`src/rtl/id_stage.sv`:
```
// Purpose     : RV32I decode stage; forms a registered ALU command from an instruction word and its operands.
// Latency     : 1 cycle from the accept edge to out_valid.
// Backpressure: single-entry output register; in_ready drops while a held command is not consumed or flush is high.
//
// Ports:
//   clk, rst_n                    clock, async active-low reset
//   in_valid/in_ready/in_inst/in_pc   instruction handshake and payload
//   rs1_addr/rs2_addr             register-file read addresses (combinational from in_inst)
//   rs1_data/rs2_data             register-file read data, sampled on the accept edge
//   flush                         drop held and incoming instruction
//   out_valid/out_ready           command handshake
//   op, op_imm, funct3, funct7, a, b   ALU command
//   rd, rd_we, pc, illegal        destination, writeback enable, PC, bad-encoding flag
module id_stage #(
    parameter int XLEN = 32
) (
    input  logic            clk,
    input  logic            rst_n,
    input  logic            in_valid,
    output logic            in_ready,
    input  logic [31:0]     in_inst,
    input  logic [31:0]     in_pc,
    output logic [4:0]      rs1_addr,
    output logic [4:0]      rs2_addr,
    input  logic [XLEN-1:0] rs1_data,
    input  logic [XLEN-1:0] rs2_data,
    input  logic            flush,
    output logic            out_valid,
    input  logic            out_ready,
    output logic            op,
    output logic            op_imm,
    output logic [2:0]      funct3,
    output logic [6:0]      funct7,
    output logic [XLEN-1:0] a,
    output logic [XLEN-1:0] b,
    output logic [4:0]      rd,
    output logic            rd_we,
    output logic [31:0]     pc,
    output logic            illegal
);

    // Opcodes
    localparam logic [6:0] OPC_OP    = 7'b0110011;
    localparam logic [6:0] OPC_OPIMM = 7'b0010011;
    localparam logic [6:0] OPC_LUI   = 7'b0110111;
    localparam logic [6:0] OPC_AUIPC = 7'b0010111;

    // ALU funct3 encodings
    localparam logic [2:0] F3_ADD = 3'b000;
    localparam logic [2:0] F3_SL  = 3'b001;
    localparam logic [2:0] F3_SR  = 3'b101;

    localparam logic [6:0] F7_ZERO = 7'b0000000;
    localparam logic [6:0] F7_ALT  = 7'b0100000;

    logic [6:0]      w_opcode;
    logic [2:0]      w_inst_f3;
    logic [6:0]      w_inst_f7;
    logic [4:0]      w_rd;
    logic            w_op;
    logic            w_op_imm;
    logic [2:0]      w_funct3;
    logic [6:0]      w_funct7;
    logic [XLEN-1:0] w_a;
    logic [XLEN-1:0] w_b;
    logic            w_illegal;
    logic            w_rd_we;
    logic            w_accept;

    logic            r_out_valid;
    logic            r_op;
    logic            r_op_imm;
    logic [2:0]      r_funct3;
    logic [6:0]      r_funct7;
    logic [XLEN-1:0] r_a;
    logic [XLEN-1:0] r_b;
    logic [4:0]      r_rd;
    logic            r_rd_we;
    logic [31:0]     r_pc;
    logic            r_illegal;

    assign w_opcode  = in_inst[6:0];
    assign w_inst_f3 = in_inst[14:12];
    assign w_inst_f7 = in_inst[31:25];
    assign w_rd      = in_inst[11:7];

    assign rs1_addr = in_inst[19:15];
    assign rs2_addr = in_inst[24:20];

    // Decode
    always_comb begin
        w_op      = 1'b0;
        w_op_imm  = 1'b0;
        w_funct3  = F3_ADD;
        w_funct7  = F7_ZERO;
        w_a       = '0;
        w_b       = '0;
        w_illegal = 1'b0;
        case (w_opcode)
            OPC_OP: begin
                w_op      = 1'b1;
                w_a       = rs1_data;
                w_b       = rs2_data;
                w_funct3  = w_inst_f3;
                w_funct7  = w_inst_f7;
                // The alternate funct7 only has meaning for SUB and SRA.
                w_illegal = !((w_inst_f7 == F7_ZERO) ||
                              ((w_inst_f7 == F7_ALT) &&
                               ((w_inst_f3 == F3_ADD) || (w_inst_f3 == F3_SR))));
            end
            OPC_OPIMM: begin
                w_op_imm = 1'b1;
                w_a      = rs1_data;
                w_funct3 = w_inst_f3;
                if ((w_inst_f3 == F3_SL) || (w_inst_f3 == F3_SR)) begin
                    w_b       = {{(XLEN-5){1'b0}}, in_inst[24:20]};
                    w_funct7  = w_inst_f7;
                    w_illegal = (w_inst_f3 == F3_SL) ? (w_inst_f7 != F7_ZERO)
                                                     : !((w_inst_f7 == F7_ZERO) || (w_inst_f7 == F7_ALT));
                end else begin
                    // Upper immediate bits must not leak into funct7, or ADDI
                    // with a negative immediate would turn into a subtract.
                    w_b      = {{(XLEN-12){in_inst[31]}}, in_inst[31:20]};
                    w_funct7 = F7_ZERO;
                end
            end
            OPC_LUI: begin
                w_op_imm = 1'b1;
                w_b      = {in_inst[31:12], 12'b0};
            end
            OPC_AUIPC: begin
                w_op_imm = 1'b1;
                w_a      = in_pc;
                w_b      = {in_inst[31:12], 12'b0};
            end
            default: begin
                w_illegal = 1'b1;
            end
        endcase
    end

    assign w_rd_we  = !w_illegal && (w_rd != 5'd0);
    assign in_ready = !flush && (!r_out_valid || out_ready);
    assign w_accept = in_valid && in_ready;

    // Valid bit: flush wins over both accept and consume.
    always_ff @(posedge clk or negedge rst_n) begin
        if (!rst_n) begin
            r_out_valid <= 1'b0;
        end else if (flush) begin
            r_out_valid <= 1'b0;
        end else if (w_accept) begin
            r_out_valid <= 1'b1;
        end else if (out_ready) begin
            r_out_valid <= 1'b0;
        end
    end

    // Payload only changes on accept, so it is bit-stable while stalled.
    always_ff @(posedge clk or negedge rst_n) begin
        if (!rst_n) begin
            r_op      <= 1'b0;
            r_op_imm  <= 1'b0;
            r_funct3  <= '0;
            r_funct7  <= '0;
            r_a       <= '0;
            r_b       <= '0;
            r_rd      <= '0;
            r_rd_we   <= 1'b0;
            r_pc      <= '0;
            r_illegal <= 1'b0;
        end else if (w_accept) begin
            r_op      <= w_op;
            r_op_imm  <= w_op_imm;
            r_funct3  <= w_funct3;
            r_funct7  <= w_funct7;
            r_a       <= w_a;
            r_b       <= w_b;
            r_rd      <= w_rd;
            r_rd_we   <= w_rd_we;
            r_pc      <= in_pc;
            r_illegal <= w_illegal;
        end
    end

    assign out_valid = r_out_valid;
    assign op        = r_op;
    assign op_imm    = r_op_imm;
    assign funct3    = r_funct3;
    assign funct7    = r_funct7;
    assign a         = r_a;
    assign b         = r_b;
    assign rd        = r_rd;
    assign rd_we     = r_rd_we;
    assign pc        = r_pc;
    assign illegal   = r_illegal;

endmodule
```
`config.mk`:
```
export PLATFORM = sky130hd
export DESIGN_NAME = id_stage
export DESIGN_NICKNAME = d
export VERILOG_FILES = /design/src/rtl/id_stage.sv
export SDC_FILE = /design/constraint.sdc
export NUM_CORES = 1
export LEC_CHECK = 0
export CAP_MARGIN = 20
export CORE_MARGIN = 2
export CORE_UTILIZATION = 40
export DETAILED_ROUTE_END_ITERATION = 16
export GPL_ROUTABILITY_DRIVEN = 0
export PLACE_DENSITY = 0.92
export SLEW_MARGIN = 15
export SYNTH_ARGS = -nofsm -noshare
export SYNTH_HDL_FRONTEND = slang
export SYNTH_SLANG_ARGS = --single-unit
```
`constraint.sdc`:
```
create_clock -name clk -period 1.8 [get_ports clk]
set_input_delay 0.54 -clock clk [delete_from_list [all_inputs] [get_ports clk]]
set_output_delay 0.54 -clock clk [all_outputs]
set_load 0.05 [all_outputs]
```
### Word level (Yosys, flattened, before mapping)

Cells that the tools add are included.

* register bits: 116
* bits in latches: 0
* bits in writable memories: 0
* memory bits (read-only): 0
* input bits: 133
* output and inout bits: 127
* logic and storage cells: 54
* memories kept: 0

* $add $sub $neg: 0
* multipliers: 0
* div/mod/pow operators: 0
* $lt $le $gt $ge: 0
* eq/ne operators: 7
* shifts and indexed selects: 0
* mux-type cells: 14
* bitwise operators: 0
* reductions and logical operators: 22

Operator list (number)
* $pmux W32 S3: 1
* $pmux W32 S2: 1
* $mux W32: 1
* $eq A7 B6 Y1 const B: 3
* $eq A7 B5 Y1 const B: 2
* $pmux W7 S2: 1
* $logic_not A7 Y1: 1
* $mux W1: 7
* $mux W7: 1
* $reduce_bool A7 Y1: 1
* $logic_not A1 Y1: 5
* $logic_or A1 B1 Y1: 5
* $reduce_bool A5 Y1: 1
* $logic_and A1 B1 Y1: 4
* $reduce_or A2 Y1: 2
* $eq A3 B1 Y1 const B: 1
* $eq A3 B3 Y1 const B: 1
* $logic_not A3 Y1: 1
* $mux W3: 1
* $pmux W1 S3: 1
* $reduce_bool A3 Y1: 1
* $reduce_or A3 Y1: 1

### Longest topological paths before layout

* depth in word-level cells: 8
* gate-level depth with buffers: 7

### Worst setup path after synthesis

OpenSTA, ideal clock, no wires.

* kind: reg2out
* start: reg r_out_valid (netlist: out_valid)
* end: out in_ready
* arrival time: 1423 ps
* data required time: 1260 ps
* path slack: -163 ps
* stages on the path, launching flop included: 3
* path buffers: 0
* cells stage by stage: dfrtp_1 > nor2b_1 > nor2_1

* longest elaborated chain between the ends: 3

RTL lines
* from (decl): RTL line 70 `logic r_out_valid;`
* from (signal assigned): RTL line 149 `r_out_valid <= 1'b0;`
* from (signal assigned): RTL line 151 `r_out_valid <= 1'b0;`
* from (signal assigned): RTL line 153 `r_out_valid <= 1'b1;`
* $logic_not A1 Y1: RTL line 143 `assign in_ready = !flush && (!r_out_valid || out_ready);`
* $logic_or A1 B1 Y1: RTL line 143
* $logic_and A1 B1 Y1: RTL line 143
* to (decl): RTL line 20 `output logic in_ready,`

No other way between the ends.

### Worst setup path after layout

* start: in in_inst[21]
* end: out rs2_addr[1]

RTL lines
* from (decl): RTL line 21 `input logic [31:0] in_inst,`
* to (decl): RTL line 24 `output logic [4:0] rs2_addr,`

No word-level cell between the ends.

==> metrics.txt <==
# TYPE chip_impl_metric gauge
chip_impl_info{name="status",value="finished clean"} 1
chip_impl_metric{name="grt_pass1_vias",unit=""} 5577
chip_impl_metric{name="die_area",unit="um^2"} 13900
chip_impl_metric{name="seqPwrFrac",unit="%"} 33.5
chip_impl_metric{name="dp.final_hpwl",unit="um"} 14000
chip_impl_info{name="crit_family",value="buffers and inverters"} 1
chip_impl_metric{name="post_route_cells_drive_above_1_share",unit="%"} 33.7
chip_impl_metric{name="drc",unit=""} 0
chip_impl_info{name="cp_slowest_cell",value="sky130_fd_sc_hd__clkdlybuf4s50_1"} 1
chip_impl_metric{name="ff2ff_path_depth",unit=""} 5
chip_impl_metric{name="cp.depth",unit=""} 2
chip_impl_info{name="tritoncts",value="yes"} 1
chip_impl_metric{name="io_buffers",unit=""} 259
chip_impl_metric{name="dieWidth",unit="um"} 118
chip_impl_metric{name="clkSinkCount",unit=""} 116
chip_impl_metric{name="detailroute.via_count",unit=""} 5153
chip_impl_metric{name="critical_path_peak_fanout",unit=""} 2
chip_impl_metric{name="switchingPower",unit="W"} 0.00265
chip_impl_metric{name="synth.yosys.warnings",unit=""} 0
chip_impl_metric{name="power_frac_clock",unit="%"} 40.7
chip_impl_metric{name="final.hold.worst_slack",unit="ns"} 0.0521
chip_impl_info{name="synth.cells.most_frequent",value="sky130_fd_sc_hd__nand2_1, sky130_fd_sc_hd__dfrtp_1, sky130_fd_sc_hd__a22o_1"} 1
chip_impl_metric{name="detailedRoute.firstPassIterationCount",unit=""} 4
chip_impl_metric{name="place_inst",unit=""} 923
chip_impl_metric{name="timing.critical_path.arrival",unit="ns"} 1.25
chip_impl_metric{name="highest_clock_rate",unit="MHz"} 560
chip_impl_info{name="synth_top_cells_by_area",value="sky130_fd_sc_hd__dfrtp_1, sky130_fd_sc_hd__nand2_1, sky130_fd_sc_hd__a22o_1"} 1
chip_impl_metric{name="maxSlewHeadroom",unit="%"} 73.6
chip_impl_metric{name="finalNonFillerCells",unit=""} 962
chip_impl_metric{name="floorplan.die.height",unit="um"} 118
chip_impl_metric{name="synth_async_sr_flop_share",unit="%"} 100
chip_impl_metric{name="post_synth_net_total",unit=""} 618
chip_impl_metric{name="initial_core_util",unit="%"} 41.1
chip_impl_info{name="rsz0062_at_grt",value="yes"} 1
chip_impl_metric{name="viasPerCell",unit=""} 5.36
chip_impl_info{name="timing.hold.worst.class",value="input port to async pin"} 1
chip_impl_metric{name="netlist-cell-type-count",unit=""} 43
chip_impl_metric{name="cp_num_buf_inv",unit=""} 2
chip_impl_metric{name="postRouteWirelength",unit="um"} 18900
chip_impl_metric{name="n_antenna_cell",unit=""} 0
chip_impl_info{name="worst_setup_path_type",value="input port to primary output"} 1
chip_impl_metric{name="crit_path_max_incr_delay",unit="ns"} 0.55
chip_impl_metric{name="clkSlewWorstSetupHoldPaths",unit="ns"} 0.05
chip_impl_metric{name="fraction_of_synthesized_cell_area_taken_by_the_top_area_cell_type",unit="%"} 56.0
chip_impl_metric{name="synth_edf_count",unit=""} 0
chip_impl_metric{name="cts_htree_levels",unit=""} 4
chip_impl_info{name="cts-root-buf",value="sky130_fd_sc_hd__clkbuf_16"} 1
chip_impl_metric{name="part_of_the_cycle_the_worst_path_needs",unit="%"} 99.2
chip_impl_metric{name="global_route.usage.total",unit="%"} 27.5
chip_impl_info{name="synth_top_cell_by_area",value="sky130_fd_sc_hd__dfrtp_1"} 1
chip_impl_metric{name="core_area",unit="um^2"} 12600
chip_impl_metric{name="power.leakage",unit="nW"} 4.61
chip_impl_metric{name="timing.final.crit_period",unit="ns"} 1.79
chip_impl_metric{name="floorplan.io_pins",unit=""} 260
chip_impl_metric{name="powerDensity",unit="nW/um^2"} 959
chip_impl_metric{name="finalSetupViolCount",unit=""} 0
chip_impl_metric{name="grt_max_degree",unit=""} 46
chip_impl_metric{name="post_synthesis_cell_area",unit="um^2"} 5180
chip_impl_metric{name="synthesized_area_divided_by_synthesized_cell_count",unit="um^2"} 10.7
chip_impl_metric{name="cp_data_required_time",unit="ns"} 1.26
chip_impl_metric{name="clkLatencyLatePin",unit="ns"} 0.42
chip_impl_metric{name="antenna_found_initial",unit=""} 0
chip_impl_metric{name="synth.yosys.seq_area_share",unit="%"} 56.0
chip_impl_metric{name="p_sw_share",unit="%"} 29.8
chip_impl_metric{name="postSynthRegisterBits",unit=""} 116
chip_impl_metric{name="placement_stage_worst_setup_slack",unit="ns"} -0.594
chip_impl_info{name="worst_setup_path_end_kind",value="primary output"} 1
chip_impl_metric{name="fin_skew",unit="ns"} 0.0140
chip_impl_info{name="yosys.cell_count.top_type",value="sky130_fd_sc_hd__nand2_1"} 1
chip_impl_metric{name="first_iter_violations",unit=""} 372
chip_impl_metric{name="cts_hold_buffers",unit=""} 0
chip_impl_metric{name="overflow",unit=""} 0
chip_impl_metric{name="first_pass_grt_wire_length",unit="um"} 29800
chip_impl_info{name="synthFlopType",value="sky130_fd_sc_hd__dfrtp_1"} 1
chip_impl_metric{name="power.ir.vdd_worst",unit="mV"} 0.681
chip_impl_metric{name="final_net_count",unit=""} 911
chip_impl_info{name="path_cells",value="clkdlybuf4s50_1 > buf_12"} 1
chip_impl_metric{name="number_of_endpoints_with_negative_hold_slack_in_the_final_report",unit=""} 0
chip_impl_metric{name="rows",unit=""} 41
chip_impl_metric{name="ctsLongestPathBuffers",unit=""} 2
chip_impl_metric{name="p_int",unit="W"} 0.00625
chip_impl_metric{name="slew_of_the_pin_with_the_lowest_slew_margin",unit="ns"} 0.396
chip_impl_metric{name="comb_power_share",unit="%"} 25.8
chip_impl_metric{name="timing.max_cap.violations",unit=""} 0
chip_impl_metric{name="drv_slew",unit=""} 0
chip_impl_metric{name="worst_slack",unit="ns"} 0.0142
chip_impl_metric{name="area_grow_syn2layout",unit="%"} 79.1
chip_impl_metric{name="synthesis.instances",unit=""} 485
chip_impl_metric{name="cts_buffers",unit=""} 17
chip_impl_metric{name="wire_per_inst",unit="um"} 19.7
chip_impl_info{name="worstSetupStartpointType",value="input port"} 1
chip_impl_metric{name="detail-route-antenna-nets",unit=""} 0
==> layout by cell type, fill, tap and decap left out, types with 2 or more instances in the layout <==
cell,netlist,routed
sky130_fd_sc_hd__nand2_1,133,133
sky130_fd_sc_hd__nor2_1,5,4
sky130_fd_sc_hd__clkbuf_1,25,2
sky130_fd_sc_hd__dfrtp_1,116,115
sky130_fd_sc_hd__o21ai_0,5,5
sky130_fd_sc_hd__mux2i_1,5,5
sky130_fd_sc_hd__a221o_1,26,26
sky130_fd_sc_hd__or4_1,2,2
sky130_fd_sc_hd__nand3_1,14,13
sky130_fd_sc_hd__nor2_4,1,2
sky130_fd_sc_hd__nor3_2,1,2
sky130_fd_sc_hd__o211ai_1,2,2
sky130_fd_sc_hd__o211ai_2,10,10
sky130_fd_sc_hd__and3_1,21,20
sky130_fd_sc_hd__o31ai_1,2,2
sky130_fd_sc_hd__buf_6,3,4
sky130_fd_sc_hd__clkdlybuf4s50_1,0,120
sky130_fd_sc_hd__o221a_2,19,19
sky130_fd_sc_hd__nand2b_1,2,2
sky130_fd_sc_hd__buf_4,14,132
sky130_fd_sc_hd__a22o_1,30,30
sky130_fd_sc_hd__nor3_4,2,2
sky130_fd_sc_hd__clkbuf_8,0,4
sky130_fd_sc_hd__clkinvlp_4,0,3
sky130_fd_sc_hd__and2_1,3,3
sky130_fd_sc_hd__clkbuf_16,0,17
sky130_fd_sc_hd__dlygate4sd2_1,0,9
sky130_fd_sc_hd__buf_12,0,52
sky130_fd_sc_hd__a21o_1,2,2
sky130_fd_sc_hd__inv_1,15,15
sky130_fd_sc_hd__and2_0,4,4
sky130_fd_sc_hd__dlymetal6s2s_1,0,2
sky130_fd_sc_hd__bufinv_16,0,4
==> path summary, 6_finish.rpt <==
check,endpoint,slack [ns],from
worst max-delay path,rs2_addr[1],0.01,in_inst[21]
worst min-delay path,pc[2]$_DFFE_PN0P_,0.05,rst_n
worst max register to register,b[12]$_DFFE_PN0P_,0.17,out_valid$_DFFE_PN0P_
worst min register to register,pc[19]$_DFFE_PN0P_,0.48,pc[19]$_DFFE_PN0P_
max in group asynchronous,b[0]$_DFFE_PN0P_,1.17,rst_n
min in group clk,pc[19]$_DFFE_PN0P_,0.48,pc[19]$_DFFE_PN0P_
==> what timing repair did <==
action | in CTS | in global routing
gates cloned | 2 | 1
buffers inserted | 5 | 0
pin swaps | 2 | 2
setup endpoints to repair | 75 | 10
gates resized for setup | 19 | 4
hold endpoints to repair | 0 | 0
==> flip-flops by register name, indices dropped and copies added (netlist names) <==
register   flops
a             32
b             32
pc            32
funct7         7
rd             5
funct3         3
illegal        1
op             1
op_imm         1
out_valid      1
rd_we          1
==> power groups by stage <==
stage / logic [W] / clock network (W) / registers, W
CTS: 0.00230 / 0.00367 / 0.00298
detailed placement: 0.00228 / 0 / 0.00302
global placement: 0.00223 / 0 / 0.00300
global route: 0.00240 / 0.00380 / 0.00300
finish: 0.00229 / 0.00363 / 0.00298
floorplan: 0.000418 / 0 / 0.00368
==> layout make-up <==
cell class	count	area, um^2
Timing Repair Buffer	321	3440
Tap cell	172	215
Sequential cell	116	2900
Clock buffer	23	488
Clock inverter	8	148
Inverter	15	56.3
Multi-Input combinational cell	307	2030
Fill cell	824	3340
==> cell families (layout without fill, tap and decap cells) <==
| family | count (synthesis) | after routing | share of synthesized area [%] |
|---|---|---|---|
| AO/OA/AOI/OAI | 101 | 101 | 18.9 |
| buffers and inverters | 63 | 367 | 6.13 |
| flip-flops | 116 | 116 | 56.0 |
| multiplexers | 5 | 5 | 0.966 |
| AND/OR/NAND/NOR | 200 | 201 | 18.0 |
==> layer usage <==
layer	track usage, %	vias to the layer above	routed length [um]	part of all wire (%)
li1	-	2316	-	-
met1	31.8	2544	7320	39
met4	14.7	0	719	3.8
met3	7.56	54	1060	5.6
met5	0	-	0	0
met2	46.5	239	9830	52
==> through the flow <==
stage	setup TNS (ns)	area (um^2)	utilization (%)	power, W
2_1_floorplan	-0.215	5190	-	0.00410
3_3_place_gp	-47.33	8490	67.3	0.00523
3_5_place_dp	-49.77	8490	67.3	0.00530
4_1_cts	0	9260	73.4	0.00894
5_1_grt	-0.0255	9280	73.5	0.00919
6_report	0	9280	73.5	0.00890
(Power assumes the default switching activity.)
==> variant (same flow settings) <==
Reset style: synchronous (`rst_n`), changed in 2 clocked blocks. Comments in the files are not updated.
--- a/src/rtl/id_stage.sv
+++ b/src/rtl/id_stage.sv
@@ -144,7 +144,7 @@
     assign w_accept = in_valid && in_ready;
 
     // Valid bit: flush wins over both accept and consume.
-    always_ff @(posedge clk or negedge rst_n) begin
+    always_ff @(posedge clk) begin
         if (!rst_n) begin
             r_out_valid <= 1'b0;
         end else if (flush) begin
@@ -157,7 +157,7 @@
     end
 
     // Payload only changes on accept, so it is bit-stable while stalled.
-    always_ff @(posedge clk or negedge rst_n) begin
+    always_ff @(posedge clk) begin
         if (!rst_n) begin
             r_op      <= 1'b0;
             r_op_imm  <= 1'b0;
Check against the original RTL: differs if rst_n is asserted again (counterexample within 4 cycles, from zero or initial values and one cycle with rst_n low); with rst_n held inactive, the same outputs for 10 cycles.
==> variant against the original RTL <==
  * Sequential power fell by 11%
  * Worst setup slack got worse by 7.5 ps
  * Final area is 3.4% lower
  * Routed wire length increased by 5.8%
  * Via count grew 14%
  * Synthesized area down 1.7%
  * Critical endpoint is now rs1_addr[0]
  * Count of clock-buffer cells in the layout fell by 1
  * Sequential cell count unchanged
  * Power fell by 18%
==> variant: results (changes against the original RTL) <==
- Status: completed (unchanged)
- Leak pwr: 0.00366 µW (was 0.00461 µW)
- Slew @ Worst Pin: 344 ps (was 396 ps)
- Vias in the first global route: 5739 (was 5577)
- Clock Skew: 10.8 ps (was 14.0 ps)
- PortBufs: 259 (unchanged)
- Clock root buffer: clkbuf_16 (unchanged)
- Synthesized instance count: 603 (was 485)
- Drt pass-1 iters: 5 (was 4)
- Post-synth net total: 736 (was 618)
- Sequential share of the synthesized area: 45.6% (was 56.0%)
- Async S/R FF share, synth: 0% (was 100%)
- Post-route worst setup slack: 6.64 ps (was 14.2 ps)
- Largest net degree at the start of global routing: 48 (was 46)
- Crit path arrival time: 1250 ps (about the same)
- VDD IR max: 0.000621 V (was 0.000681 V)
- Clk pin slew, worst setup/hold paths: 50 ps (about the same)
- CP max FO: 2 (unchanged)
- Worst slack, placed: -582 ps (was -594 ps)
- Layout Area Growth over Synthesis: 76.1% (was 79.1%)
- Synth Flop Type: dfxtp_1 (was dfrtp_1)
- First-pass GRT wire length: 29.5 mm (was 29.8 mm)
- CP peak stage delay: 550 ps (about the same)
- Filler cells: 883 (was 824)
- Post-Route WL: 20.0 mm (was 18.9 mm)
- GRT Util Overall: 28.3% (was 27.5%)
- First DRT Iteration DRCs: 579 (was 372)
- Crit-path leading delay family: buffers and inverters (unchanged)
- Nets: 1015 (was 911)
- Hold WC Path Type: reg -> reg (was in -> async)
- Longest Clk Path Bufs: 2 (unchanged)
- CTS H-tree depth: 4 (unchanged)
- DPL Wire Length: 13.8 mm (was 14.0 mm)
- Num CTS Buffers: 17 (unchanged)
- Vias/cell: 5.51 (was 5.36)
- CP max-delay cell: clkdlybuf4s50_1 (unchanged)
- List of most frequent post-synthesis cells: nand2_1, dfxtp_1, a21oi_1 (was nand2_1, dfrtp_1, a22o_1)
- DP Area: 0.00829 mm² (was 0.00849 mm²)
- Initial antenna violation count: 1 (was 0)
- Via count: 5890 (was 5153)
- Layout cells sized above 1: 30.9% (was 33.7%)
- Top cells by area, synth: dfxtp_1, nand2_1, a21oi_1 (was dfrtp_1, nand2_1, a22o_1)
- Yosys cell types: 39 (was 43)
variant: final cells by class:
class                      count  area share (%)
timing repair buffer         321            36.5
tap                          172            2.40
inverter                       4           0.167
clock buffer                  22            5.06
clock inverter                10            1.46
multi-input combinational    422            28.4
sequential                   116            25.9
antenna                        2          0.0558
variant: kinds of logic (layout without fill, tap and decap cells):
family	Yosys count	count (layout)	share of synthesized area, %
multiplexers	5	5	0.983
other	0	2	0
AND/OR/NAND/NOR	223	224	21.7
flip-flops	116	116	45.6
AO/OA/AOI/OAI	193	193	25.4
buffers and inverters	66	357	6.39
variant: report_power, final:
group | total [µW] | internal (µW) | switching [µW]
clock network | 3410 | 2200 | 1210
logic | 1260 | 618 | 645
registers | 2650 | 2620 | 30.3
variant: path summary, 6_finish.rpt:
kind / cells after the start / startpoint / end / slack [ps]
max reg2reg: 5 / out_valid / b[7] / 340
max: 2 / in_inst[15] / rs1_addr[0] / 7
min: 2 / a[3] / a[3] / 450
min reg2reg: 2 / a[3] / a[3] / 450
variant: metrics by stage:
step / TNS (ps) / hold slack (ps)
final: 0 / 452
after global routing: -8.99 / 473
after global placement: -37010 / 438
after CTS: 0 / 452
after detailed placement: -41640 / 444
after floorplan: 0 / 612
variant: metal layers:
metal | share of wire (%) | up-vias | GRT usage [%] | wire length [µm]
li1 | - | 2701 | - | -
met1 | 36 | 2762 | 29.2 | 7130
met2 | 50 | 347 | 48.7 | 9930
met3 | 10 | 80 | 11.3 | 2060
met4 | 4.5 | 0 | 16.2 | 904
met5 | 0 | - | 0 | 0
variant: timing repair:
item                       4_1_cts  5_1_grt
pin swaps                        9        6
hold buffers                     0        0
gates cloned                     1        1
resized for setup               29       10
setup endpoints to repair       45       24
setup buffers                    2        0
